## src/rtl/mem_seq_pkg.sv

```systemverilog
// Shared types and constants for the multicycle memory access sequencer.
package mem_seq_pkg;

  typedef enum logic [1:0] {
    IDLE     = 2'd0,
    RD_WAIT  = 2'd1,
    WR_PULSE = 2'd2,
    DONE     = 2'd3
  } state_e;

  localparam int MEM_LAT_MIN = 1;
  localparam int MEM_LAT_MAX = 7;
  localparam int CNT_W       = 3;

endpackage

```

## src/rtl/mem_access_seq.sv

```systemverilog
// Multicycle read/write sequencer with a one-cycle Done handshake back to the control FSM.
// Optional misalignment trap enabled by defining MEM_ACCESS_ALIGN_CHECK_EN.
module mem_access_seq
  import mem_seq_pkg::*;
#(
  parameter int ADDR_W  = 32,
  parameter int DATA_W  = 32,
  parameter int MEM_LAT = 2
) (
  input  logic              Clock,
  input  logic              Reset,
  input  logic              Req,
  input  logic              Wr,
  input  logic [ADDR_W-1:0] Addr,
  input  logic [DATA_W-1:0] WrData,
  output logic              Busy,
  output logic              Done,
  output logic [DATA_W-1:0] RdData,
  output logic              AlignErr,
  output logic [ADDR_W-1:0] MemAddr,
  output logic              MemWr,
  output logic [DATA_W-1:0] MemWrData,
  input  logic [DATA_W-1:0] MemRdData
);

  generate
    if (MEM_LAT < MEM_LAT_MIN || MEM_LAT > MEM_LAT_MAX) begin : g_lat_bad
      $error("mem_access_seq: MEM_LAT outside supported range");
    end
  endgenerate

  localparam logic [CNT_W-1:0] CNT_LOAD = CNT_W'(MEM_LAT - 1);

  state_e              state_q;
  logic [CNT_W-1:0]    cnt_q;
  logic                busy_q;
  logic                done_q;
  logic                align_err_q;
  logic                mem_wr_q;
  logic [ADDR_W-1:0]   mem_addr_q;
  logic [DATA_W-1:0]   mem_wr_data_q;
  logic [DATA_W-1:0]   rd_data_q;
  logic                misaligned;

`ifdef MEM_ACCESS_ALIGN_CHECK_EN
  assign misaligned = (Addr[1:0] != 2'b00);
`else
  assign misaligned = 1'b0;
`endif

  always_ff @(posedge Clock) begin
    if (!Reset) begin
      state_q       <= IDLE;
      cnt_q         <= '0;
      busy_q        <= 1'b0;
      done_q        <= 1'b0;
      align_err_q   <= 1'b0;
      mem_wr_q      <= 1'b0;
      mem_addr_q    <= '0;
      mem_wr_data_q <= '0;
      rd_data_q     <= '0;
    end else begin
      // Pulse outputs default low; each state raises what it needs for the next cycle.
      done_q      <= 1'b0;
      align_err_q <= 1'b0;
      mem_wr_q    <= 1'b0;
      case (state_q)
        IDLE: begin
          if (Req) begin
            mem_addr_q    <= Addr;
            mem_wr_data_q <= WrData;
            busy_q        <= 1'b1;
            if (misaligned) begin
              state_q     <= DONE;
              done_q      <= 1'b1;
              align_err_q <= 1'b1;
            end else if (Wr) begin
              state_q  <= WR_PULSE;
              mem_wr_q <= 1'b1;
            end else begin
              state_q <= RD_WAIT;
              cnt_q   <= CNT_LOAD;
            end
          end
        end
        RD_WAIT: begin
          if (cnt_q != '0) begin
            cnt_q <= cnt_q - 1'b1;
          end else begin
            rd_data_q <= MemRdData;
            state_q   <= DONE;
            done_q    <= 1'b1;
          end
        end
        WR_PULSE: begin
          state_q <= DONE;
          done_q  <= 1'b1;
        end
        DONE: begin
          state_q <= IDLE;
          busy_q  <= 1'b0;
        end
        default: begin
          state_q <= IDLE;
          busy_q  <= 1'b0;
        end
      endcase
    end
  end

  assign Busy      = busy_q;
  assign Done      = done_q;
  assign AlignErr  = align_err_q;
  assign MemWr     = mem_wr_q;
  assign MemAddr   = mem_addr_q;
  assign MemWrData = mem_wr_data_q;
  assign RdData    = rd_data_q;

endmodule
```

## config.mk

```make
export PLATFORM = sky130hd
export DESIGN_NAME = mem_access_seq
export DESIGN_NICKNAME = d
export VERILOG_FILES = /design/src/rtl/mem_seq_pkg.sv /design/src/rtl/mem_access_seq.sv
export SDC_FILE = /design/constraint.sdc
export NUM_CORES = 1
export LEC_CHECK = 0
export ABC_CLOCK_PERIOD_IN_PS = 2000
export BUFFER_PORTS_ARGS = -buffer_cell sky130_fd_sc_hd__buf_2
export CAP_MARGIN = 15
export CORE_UTILIZATION = 45
export CTS_CLUSTER_SIZE = 10
export DETAILED_ROUTE_END_ITERATION = 12
export PLACE_DENSITY = 0.88
export SLEW_MARGIN = 20
export SYNTH_ARGS = -nofsm -noshare
export SYNTH_HDL_FRONTEND = slang
export SYNTH_SLANG_ARGS = --single-unit
```

## constraint.sdc

```tcl
create_clock -name Clock -period 2 [get_ports Clock]
set_input_delay 0.5 -clock Clock [delete_from_list [all_inputs] [get_ports Clock]]
set_output_delay 0.5 -clock Clock [all_outputs]
set_load 0.1 [all_outputs]
```

==> run summary, run 1 <==
Seq/Total Area, Yosys: 0.552
Tmin final: 1.76 ns
Layout Nets: 762
Worst setup EP type: flop
Std-Cell Rows: 33
Finished Layout Cells: 765
I/O Buffers: 198
Core Footprint: 8180 um^2
Clk pwr share: 0.146
Reg-to-reg startpoint: state_q[1]$_SDFFE_PN0P_
DR iter-0 viols: 99
IO Count: 200
Run status: finished clean
Fin Setup TNS: 0 ns
Global-route usage over all layers: 0.203
Min Hold Slack: 0.376 ns
Mapped cell area: 3770 um^2
Reg area: 2080 um^2
Multi-input combinational cell area: 1520 um^2
XOR/XNOR Fraction of Synth Area: 0
First-pass GRT wire length: 14.2 mm
HPWL Detailed: 6.79 mm
DIE AREA: 8760 um^2
Post-synth top area cell: dfxtp_1
Routability cong.: 0.763
Clock sinks: 104
Sequential share of power: 0.304
Largest net degree at the start of global routing: 72
Top-area cell type share of the netlist area: 0.552
Final slew viol count: 0
Initial antenna violation count: 0
Layout cells sized above 1: 0.341
Clk buf depth: 2
Post-CTS sizing: 0
Max Clock Freq: 0.567 GHz
Final setup fails: 0
Root Driver: clkbuf_8
Critical Path RT: 2.27 ns
Mux share of post-synthesis cell area: 0.00531
Worst Path Max Fanout: 28
Vias in the first global route: 3328
Sw Ratio: 0.553
Diodes inserted: 0
Largest family of logic cells by synthesized area: simple AND/OR/NAND/NOR gates
Fraction of registers with async set/reset: 0
Number of flops mapped to enable cells by yosys: 0
CTS tree: done
Final Hold Fails: 0
Psw: 4.92 mW
Final setup margin: 0.236 ns
Post-Syn Nets: 577
Clk pin slew, worst setup/hold paths: 0.10 ns
Gr ovfl total: 0
Power Internal: 3.98 mW
Crit path kind: flop to flop
Vias: 3657
Synth Area in Compound Gates: 0.153
Static Leakage: 2.39 nW
Critical path origin: state_q[1]$_SDFFE_PN0P_
PnR Total Power: 8.90 mW
Hold WC Path Type: primary input to flop
Antenna-violating nets left: 0
Post-CTS setup buffers: 0
RSZ-0062 raised after global routing: no
Logic gate share of total power: 0.550
CTS Hold Bufs: 0
DIE WIDTH: 93.6 um
Die height: 93.6 um
H-tree depth: 3
Maxcap violations: 0
Syn Area/Cell: 8.03 um^2
Worst hold start: MemRdData[5]
Mapped Cells: 470
Clk_lat worst skew: 0.34 ns
Clk_skew: 0.00937 ns
Post-synthesis adder-cell area fraction: 0.0232
Routed wire length: 9.19 mm
Cell Pwr Density: 1770 nW/um^2
Post-synth top flop: dfxtp_1
Vias per cell: 4.78
Synth Area in Simple Gates: 0.219
Max IR drop VDD: 0.839 mV
Post-synthesis register bit count: 104
Yosys cell types: 30
Cells after DPL: 749
Pre-Repair DR Iteration Count: 4
Synth area leaders: dfxtp_1, nand2_1, a21oi_1
Synth warn: 0
DR WL/cell: 12.0 um
Fin crit share: 0.882
CTS buffer count: 9
DRC Markers: 0
Post-Place Worst Slack: 0.244 ns
Initial core utilization: 0.462
Layout Area Growth over Synthesis: 33.0%
Crit path arrival time: 2.04 ns
Fillers: 735
Setup crit start kind: flop
sequential cells by signal (all words and copies together) (netlist names):
name       flops
Busy           1
cnt_q          3
MemAddr       32
RdData        32
Done           1
state_q        2
MemWr          1
MemWrData     32
layer usage:
layer / vias to the layer above / track usage / wire length, um
li1: 1881 / - / -
met1: 1615 / 0.213 / 3730
met2: 149 / 0.376 / 4520
met3: 12 / 0.0618 / 822
met4: 0 / 0.0782 / 116
met5: - / 0 / 0
cells in the mapped netlist (2+ instances only):
cell type and count:
buf_2 7, nand2b_1 4, nand2_1 194, mux2i_1 2
ha_1 7, buf_4 4, inv_1 6, nor2_1 3
dfxtp_1 104, clkbuf_1 19, a21oi_1 101
critical path, cell delays in order, from the launching register on:
cell	delay [ns]
dfxtp_1	0.35
inv_1	0.10
ha_1	0.29
and3b_1	0.38
buf_4	0.34
nand2_1	0.09
a21oi_1	0.13
power groups by stage:
stage / clock, mW / sequential (mW) / combinational (mW)
2_1_floorplan: 0 / 5.54 / 1.37
3_3_place_gp: 0 / 2.73 / 4.82
3_5_place_dp: 0 / 2.76 / 4.91
4_1_cts: 1.34 / 2.71 / 4.91
5_1_grt: 1.42 / 2.76 / 5.17
6_report: 1.30 / 2.71 / 4.89
final cells by class:
cell class              count  share of cell area
multi-input cells         328               0.303
clock inverters             4              0.0107
flip-flops and latches    104               0.415
well taps                 105              0.0262
clock buffers              12              0.0289
inverters                   6             0.00449
repair buffers            206               0.212
cells by family (layout without fill, tap and decap cells):
kind of cell | count (synthesis) | in the layout
multiplexers | 2 | 2
flip-flops | 104 | 104
buffers and inverters | 38 | 228
other | 1 | 1
AND/OR/NAND/NOR | 209 | 209
adder cells (fa/ha/maj) | 7 | 7
AO/OA/AOI/OAI | 109 | 109
per-stage QoR:
step	area, um^2	util
floorplan	3770	-
global placement	4820	0.590
global route	5020	0.614
CTS	5020	0.614
finish	5020	0.614
detailed placement	4820	0.590
final timing paths:
kind	cells after the start	to	slack (ns)
setup / recovery	6	RdData[16]$_SDFFE_PN0P_	0.24
hold / removal	3	RdData[5]$_SDFFE_PN0P_	0.38
setup reg to reg	6	RdData[16]$_SDFFE_PN0P_	0.24
hold reg to reg	2	RdData[0]$_SDFFE_PN0P_	0.45
layout by cell type (no fill, tap or decap), types with 2 or more instances in the layout:
master,count
buf_4,7
nand2_1,193
buf_2,198
clkbuf_8,10
clkbuf_1,2
dfxtp_1,104
mux2i_1,2
ha_1,7
a21oi_1,101
inv_1,5
nor2_1,3
nand2b_1,4
clkinvlp_4,2
Power figures use the tool's default switching activity.
==> inputs of run 2 (changes only) <==
--- a/config.mk
+++ b/config.mk
@@ -5,13 +5,13 @@
 export SDC_FILE = /design/constraint.sdc
 export NUM_CORES = 1
 export LEC_CHECK = 0
-export ABC_CLOCK_PERIOD_IN_PS = 2000
 export BUFFER_PORTS_ARGS = -buffer_cell sky130_fd_sc_hd__buf_2
 export CAP_MARGIN = 15
-export CORE_UTILIZATION = 45
+export CORE_MARGIN = 2
+export CORE_UTILIZATION = 48
 export CTS_CLUSTER_SIZE = 10
 export DETAILED_ROUTE_END_ITERATION = 12
-export PLACE_DENSITY = 0.88
+export PLACE_DENSITY = 0.93
 export SLEW_MARGIN = 20
 export SYNTH_ARGS = -nofsm -noshare
 export SYNTH_HDL_FRONTEND = slang
==> constraint.sdc (replaced) <==
create_clock -name Clock -period 2.2 [get_ports Clock]
set_input_delay 0.55 -clock Clock [delete_from_list [all_inputs] [get_ports Clock]]
set_output_delay 0.55 -clock Clock [all_outputs]
set_load 0.1 [all_outputs]
==> run summary, run 2 (synthesized netlist as in run 1, its figures left out) <==
Power Internal: 3.59 mW (-9.9%)
Clk buf depth: 2 (unchanged)
Max Clock Freq: 0.555 GHz (-2.1%)
Vias per cell: 4.97 (+4.0%)
Diodes inserted: 0 (unchanged)
Met2 usage: 0.417 (+0.0417)
Worst slew margin: 0.658
Min Hold Slack: 0.423 ns (+0.0476 ns)
Initial antenna violation count: 0 (unchanged)
Vias in the first global route: 3599 (+8.1%)
CP max stage delay: 0.37 ns (about the same)
Worst Path Max Fanout: 29 (+3.6%)
CTS buffer count: 9 (unchanged)
Layout Nets: 762 (unchanged)
Fin crit share: 0.819 (-0.0630)
CP Cell Sequence: inv_1, ha_1, and3b_1, buf_4, nand2_1, a21oi_1
IO Count: 200 (unchanged)
Crit path kind: flop to flop
Logic gate share of total power: 0.552 (+0.002)
CP bufs+invs: 2 (unchanged)
Post-CTS sizing: 0 (unchanged)
Clk pwr share: 0.142 (-0.004)
Crit-path slowest cell: and3b_1
Crit path arrival time: 2.07 ns (+0.03 ns)
Antenna-violating nets left: 0 (unchanged)
Post-Place Worst Slack: 0.427 ns (+0.183 ns)
Busiest grt layer: met2
Final slew viol count: 0 (unchanged)
Critical Path RT: 2.47 ns (+0.20 ns)
CTS tree: done
Static Leakage: 2.38 nW (-0.28%)
Maxcap violations: 0 (unchanged)
Fin Setup TNS: 0 ns (unchanged)
Most common cell after layout, fill and taps aside: buf_2
Clk_lat worst skew: 0.35 ns (about the same)
Clk_skew: 0.0129 ns (+0.00349 ns)
Psw: 4.49 mW (-8.6%)
I/O Buffers: 198 (unchanged)
Tmin final: 1.80 ns (+0.0377 ns)
GR Util met3: 0.0789 (+0.0171)
Max IR drop VDD: 0.791 mV (-5.7%)
DIE WIDTH: 92.7 um (-0.97%)
Gr ovfl total: 0 (unchanged)
Final setup margin: 0.398 ns (+0.162 ns)
Final Hold Fails: 0 (unchanged)
Post-Place Cell Area: 4800 um^2 (-0.34%)
First-pass GRT wire length: 15.3 mm (+7.7%)
Sequential share of power: 0.306 (+0.002)
Cell Pwr Density: 1620 nW/um^2 (-8.7%)
Layout Area Growth over Synthesis: 32.4%
Post-route cell area: 4990 um^2 (-0.50%)
Sw Ratio: 0.556 (+0.00344)
Largest net degree at the start of global routing: 52 (-28%)
HPWL Detailed: 7.27 mm (+7.1%)
DR iter-0 viols: 139 (+40%)
Worst slew pin tran: 0.517 ns
Routed wire length: 9.77 mm (+6.3%)
Std-Cell Rows: 32 (-3.0%)
Root Driver: clkbuf_8
Clk pin slew, worst setup/hold paths: 0.10 ns (about the same)
Hold WC Path Type: primary input to flop
DRC Markers: 0 (unchanged)
DIE AREA: 8590 um^2 (-1.9%)
Register-to-register setup slack: 0.40 ns (+0.16 ns)
Final setup fails: 0 (unchanged)
Core Footprint: 7690 um^2 (-6.0%)
Setup crit start kind: flop
H-tree depth: 3 (unchanged)
RSZ-0062 raised after global routing: no
Global-route usage over all layers: 0.221 (+0.0187)
Post-CTS setup buffers: 0 (unchanged)
Pre-Repair DR Iteration Count: 4 (unchanged)
Initial core utilization: 0.491 (+0.0293)
Grt met1 use: 0.227 (+0.0145)
Most frequent cells in the layout: buf_2, nand2_1, dfxtp_1
Cell family with most CP delay: buffers and inverters
Final Core Density: 0.650 (+0.0357)
Die height: 92.7 um (-0.97%)
Routability cong.: 0.710 (-7.0%)
Layout cells sized above 1: 0.339 (-0.00152)
CTS Hold Bufs: 0 (unchanged)
Clock sinks: 104 (unchanged)
Vias: 3790 (+3.6%)
Worst setup EP type: flop
Run status: finished clean
DR WL/cell: 12.8 um (+6.8%)
run 2: cell types whose count changed in the layout (fill, tap and decap cells not counted):
cell and change:
clkinvlp_4 -1, buf_4 +1, clkinv_4 +1, buf_12 -1, clkbuf_8 -1, clkbuf_1 +1
run 2: cell type report:
type                            count  area (um^2)
Clock buffer                       12          135
Clock inverter                      4         55.1
Fill cell                         658         2690
Inverter                            6         22.5
Multi-Input combinational cell    328         1520
Sequential cell                   104         2080
Tap cell                          102          128
Timing Repair Buffer              206         1050
run 2: path summary, 6_finish.rpt:
| kind | startpoint | to | cells past startpoint |
|---|---|---|---|
| setup / recovery | state_q[1]$_SDFFE_PN0P_ | RdData[23]$_SDFFE_PN0P_ | 6 |
| hold / removal | WrData[31] | MemWrData[31]$_SDFFE_PN0P_ | 3 |
| setup reg to reg | state_q[1]$_SDFFE_PN0P_ | RdData[23]$_SDFFE_PN0P_ | 6 |
| hold reg to reg | MemAddr[0]$_SDFFE_PN0P_ | MemAddr[0]$_SDFFE_PN0P_ | 2 |
run 2: layer usage:
metal,routed length (um),part of all wire,vias up
li1,-,-,1880
met1,3750,0.38,1723
met2,4910,0.50,174
met3,973,0.10,13
met4,141,0.014,0
met5,0,0,-
run 2: metrics by stage:
step,cells,power [mW]
after floorplan,470,6.28
after detailed placement,746,6.98
final,762,8.08
after global routing,762,8.48
after global placement,746,6.87
after CTS,762,8.12
run 2: worst register-to-register path: cells and delay by family (launching register included):
kind	cells	cell delay [ns]
buf+inv	2	0.46
fa+ha+maj	1	0.30
flops	1	0.35
compound gates	1	0.15
simple gates	2	0.47
run 2: power groups by stage:
stage | clock network [mW] | registers [mW] | logic [mW]
finish | 1.15 | 2.47 | 4.46
CTS | 1.18 | 2.47 | 4.47
global route | 1.25 | 2.51 | 4.71
floorplan | 0 | 5.04 | 1.24
global placement | 0 | 2.48 | 4.39
detailed placement | 0 | 2.51 | 4.47
==> inputs of run 3 (changes only) <==
--- a/config.mk
+++ b/config.mk
@@ -8,10 +8,10 @@
 export BUFFER_PORTS_ARGS = -buffer_cell sky130_fd_sc_hd__buf_2
 export CAP_MARGIN = 15
 export CORE_MARGIN = 2
-export CORE_UTILIZATION = 48
+export CORE_UTILIZATION = 45
 export CTS_CLUSTER_SIZE = 10
 export DETAILED_ROUTE_END_ITERATION = 12
-export PLACE_DENSITY = 0.93
+export PLACE_DENSITY = 0.88
 export SLEW_MARGIN = 20
 export SYNTH_ARGS = -nofsm -noshare
 export SYNTH_HDL_FRONTEND = slang
==> constraint.sdc (replaced) <==
create_clock -name Clock -period 1.7 [get_ports Clock]
set_input_delay 0.425 -clock Clock [delete_from_list [all_inputs] [get_ports Clock]]
set_output_delay 0.425 -clock Clock [all_outputs]
set_load 0.1 [all_outputs]
==> run summary, run 3 (synthesized netlist as in run 1, its figures left out) <==
Run status: finished clean
FF-to-FF End: cnt_q[0]$_SDFFE_PN0P_
Routability cong.: 0.778 (+9.7%)
GR Util met3: 0.0719 (-0.00699)
Initial core utilization: 0.462 (-0.0293)
Crit path arrival time: 1.85 ns (-0.22 ns)
Critical path origin: cnt_q[0]$_SDFFE_PN0P_
Static Leakage: 2.41 nW (+1.2%)
Register-to-register setup slack: 0.11 ns (-0.29 ns)
Critical Path RT: 1.95 ns (-0.52 ns)
Maxcap violations: 0 (unchanged)
Max IR drop VDD: 0.976 mV (+23%)
Most frequent cells in the layout: buf_2, nand2_1, dfxtp_1
Layout cells sized above 1: 0.342 (+0.00303)
First-pass GRT wire length: 14.5 mm (-5.4%)
CP Cell Sequence: inv_1, ha_1, and3b_1, a211oi_4, a31oi_1, o21a_1
Met2 usage: 0.368 (-0.0490)
Busiest grt layer: met2
End of the critical path: cnt_q[0]$_SDFFE_PN0P_
Diodes inserted: 0 (unchanged)
Crit path kind: flop to flop
Die height: 95.6 um (+3.1%)
Layout Nets: 763 (+0.13%)
RSZ-0062 raised after global routing: no
DIE AREA: 9130 um^2 (+6.4%)
Final setup fails: 0 (unchanged)
Max Clock Freq: 0.627 GHz (+13%)
Reg-to-reg startpoint: cnt_q[0]$_SDFFE_PN0P_
Antenna-violating nets left: 0 (unchanged)
Grt met1 use: 0.209 (-0.0180)
Clk pin slew, worst setup/hold paths: 0.09 ns (about the same)
H-tree depth: 3 (unchanged)
DIE WIDTH: 95.6 um (+3.1%)
DR WL/cell: 12.4 um (-2.9%)
Cell Pwr Density: 2080 nW/um^2 (+29%)
Most common cell after layout, fill and taps aside: buf_2
Clock sinks: 104 (unchanged)
CP max stage delay: 0.36 ns (about the same)
Worst setup EP type: flop
CTS Hold Bufs: 0 (unchanged)
Fin Setup TNS: 0 ns (unchanged)
Fin crit share: 0.938 (+0.119)
Vias per cell: 4.87 (-2.2%)
DR iter-0 viols: 90 (-35%)
Final slew viol count: 0 (unchanged)
Post-route cell area: 5060 um^2 (+1.4%)
Gr ovfl total: 0 (unchanged)
Layout Area Growth over Synthesis: 34.2%
Vias in the first global route: 3457 (-3.9%)
DRC Markers: 0 (unchanged)
Setup crit start kind: flop
Worst Path Max Fanout: 6 (-79%)
Root Driver: clkbuf_8
Routed wire length: 9.52 mm (-2.6%)
Pre-Repair DR Iteration Count: 4 (unchanged)
Reg2reg path depth: 6 (unchanged)
Tmin final: 1.59 ns (-0.207 ns)
Final Hold Fails: 0 (unchanged)
Clk_skew: 0.00901 ns (-0.00386 ns)
HPWL Detailed: 7.06 mm (-2.9%)
Hold WC Path Type: primary input to flop
Clk buf depth: 2 (unchanged)
Global-route usage over all layers: 0.199 (-0.0221)
Std-Cell Rows: 33 (+3.1%)
Clk_lat worst skew: 0.35 ns (about the same)
CTS buffer count: 9 (unchanged)
Crit-path slowest cell: dfxtp_1
Initial antenna violation count: 0 (unchanged)
IO Count: 200 (unchanged)
CTS tree: done
Largest net degree at the start of global routing: 58 (+12%)
I/O Buffers: 198 (unchanged)
Post-Place Cell Area: 4870 um^2 (+1.3%)
Vias: 3723 (-1.8%)
Core Footprint: 8180 um^2 (+6.3%)
## run 3: changes by cell type in the layout (fill, tap and decap cells not counted), sizes merged
cell	previous run	this run
buf	206	207
clkinv	2	1
## run 3: where the power goes
group          internal [mW]  total (mW)  switching, mW
Clock                  0.713        1.49          0.773
Sequential              2.94        3.19          0.250
Combinational           1.10        5.88           4.78
## run 3: worst min path at each step
stage / from / to / slack (ns) / cells after the start
2_1_floorplan: cnt_q[0]$_SDFFE_PN0P_ / cnt_q[0]$_SDFFE_PN0P_ / 0.46 / 1
3_3_place_gp: RdData[30]$_SDFFE_PN0P_ / RdData[30]$_SDFFE_PN0P_ / 0.44 / 2
3_5_place_dp: MemWrData[5]$_SDFFE_PN0P_ / MemWrData[5]$_SDFFE_PN0P_ / 0.44 / 2
4_1_cts: MemRdData[29] / RdData[29]$_SDFFE_PN0P_ / 0.28 / 3
5_1_grt: WrData[9] / MemWrData[9]$_SDFFE_PN0P_ / 0.27 / 3
6_report: WrData[9] / MemWrData[9]$_SDFFE_PN0P_ / 0.30 / 3
## run 3: worst max-delay path: cells and delay by family (launching register included)
family / cells / cell delay (ns)
adder cells (fa/ha/maj): 1 / 0.24
AO/OA/AOI/OAI: 3 / 0.53
buffers and inverters: 1 / 0.07
AND/OR/NAND/NOR: 1 / 0.28
flip-flops: 1 / 0.36
## run 3: cell type report
type | count | area (um^2)
tap | 105 | 131
fill | 722 | 3110
multi-input combinational | 328 | 1530
clock inverter | 3 | 42.5
timing repair buffer | 207 | 1120
inverter | 6 | 22.5
clock buffer | 12 | 145
sequential | 104 | 2080
## run 3: routing by layer
layer | share of wire | vias to the layer above
li1 | - | 1876
met1 | 0.39 | 1686
met2 | 0.49 | 149
met3 | 0.099 | 12
met4 | 0.013 | 0
met5 | 0 | -
## run 3: metrics by stage
| step | cells | setup WS (ns) | total power, mW | hold WS (ns) | utilization |
|---|---|---|---|---|---|
| finish | 765 | 0.105 | 10.6 | 0.297 | 0.620 |
| global route | 765 | 0.0193 | 11.1 | 0.275 | 0.620 |
| CTS | 765 | 0.0511 | 10.6 | 0.280 | 0.618 |
| detailed placement | 750 | 0.0667 | 9.12 | 0.444 | 0.595 |
| global placement | 750 | 0.165 | 8.99 | 0.438 | 0.595 |
| floorplan | 470 | 0.164 | 8.13 | 0.462 | - |
## run 3: what timing repair did
action                                  4_1_cts  5_1_grt
gates resized for setup                       0        3
setup buffers                                 0        0
endpoints found under the setup margin        0       21
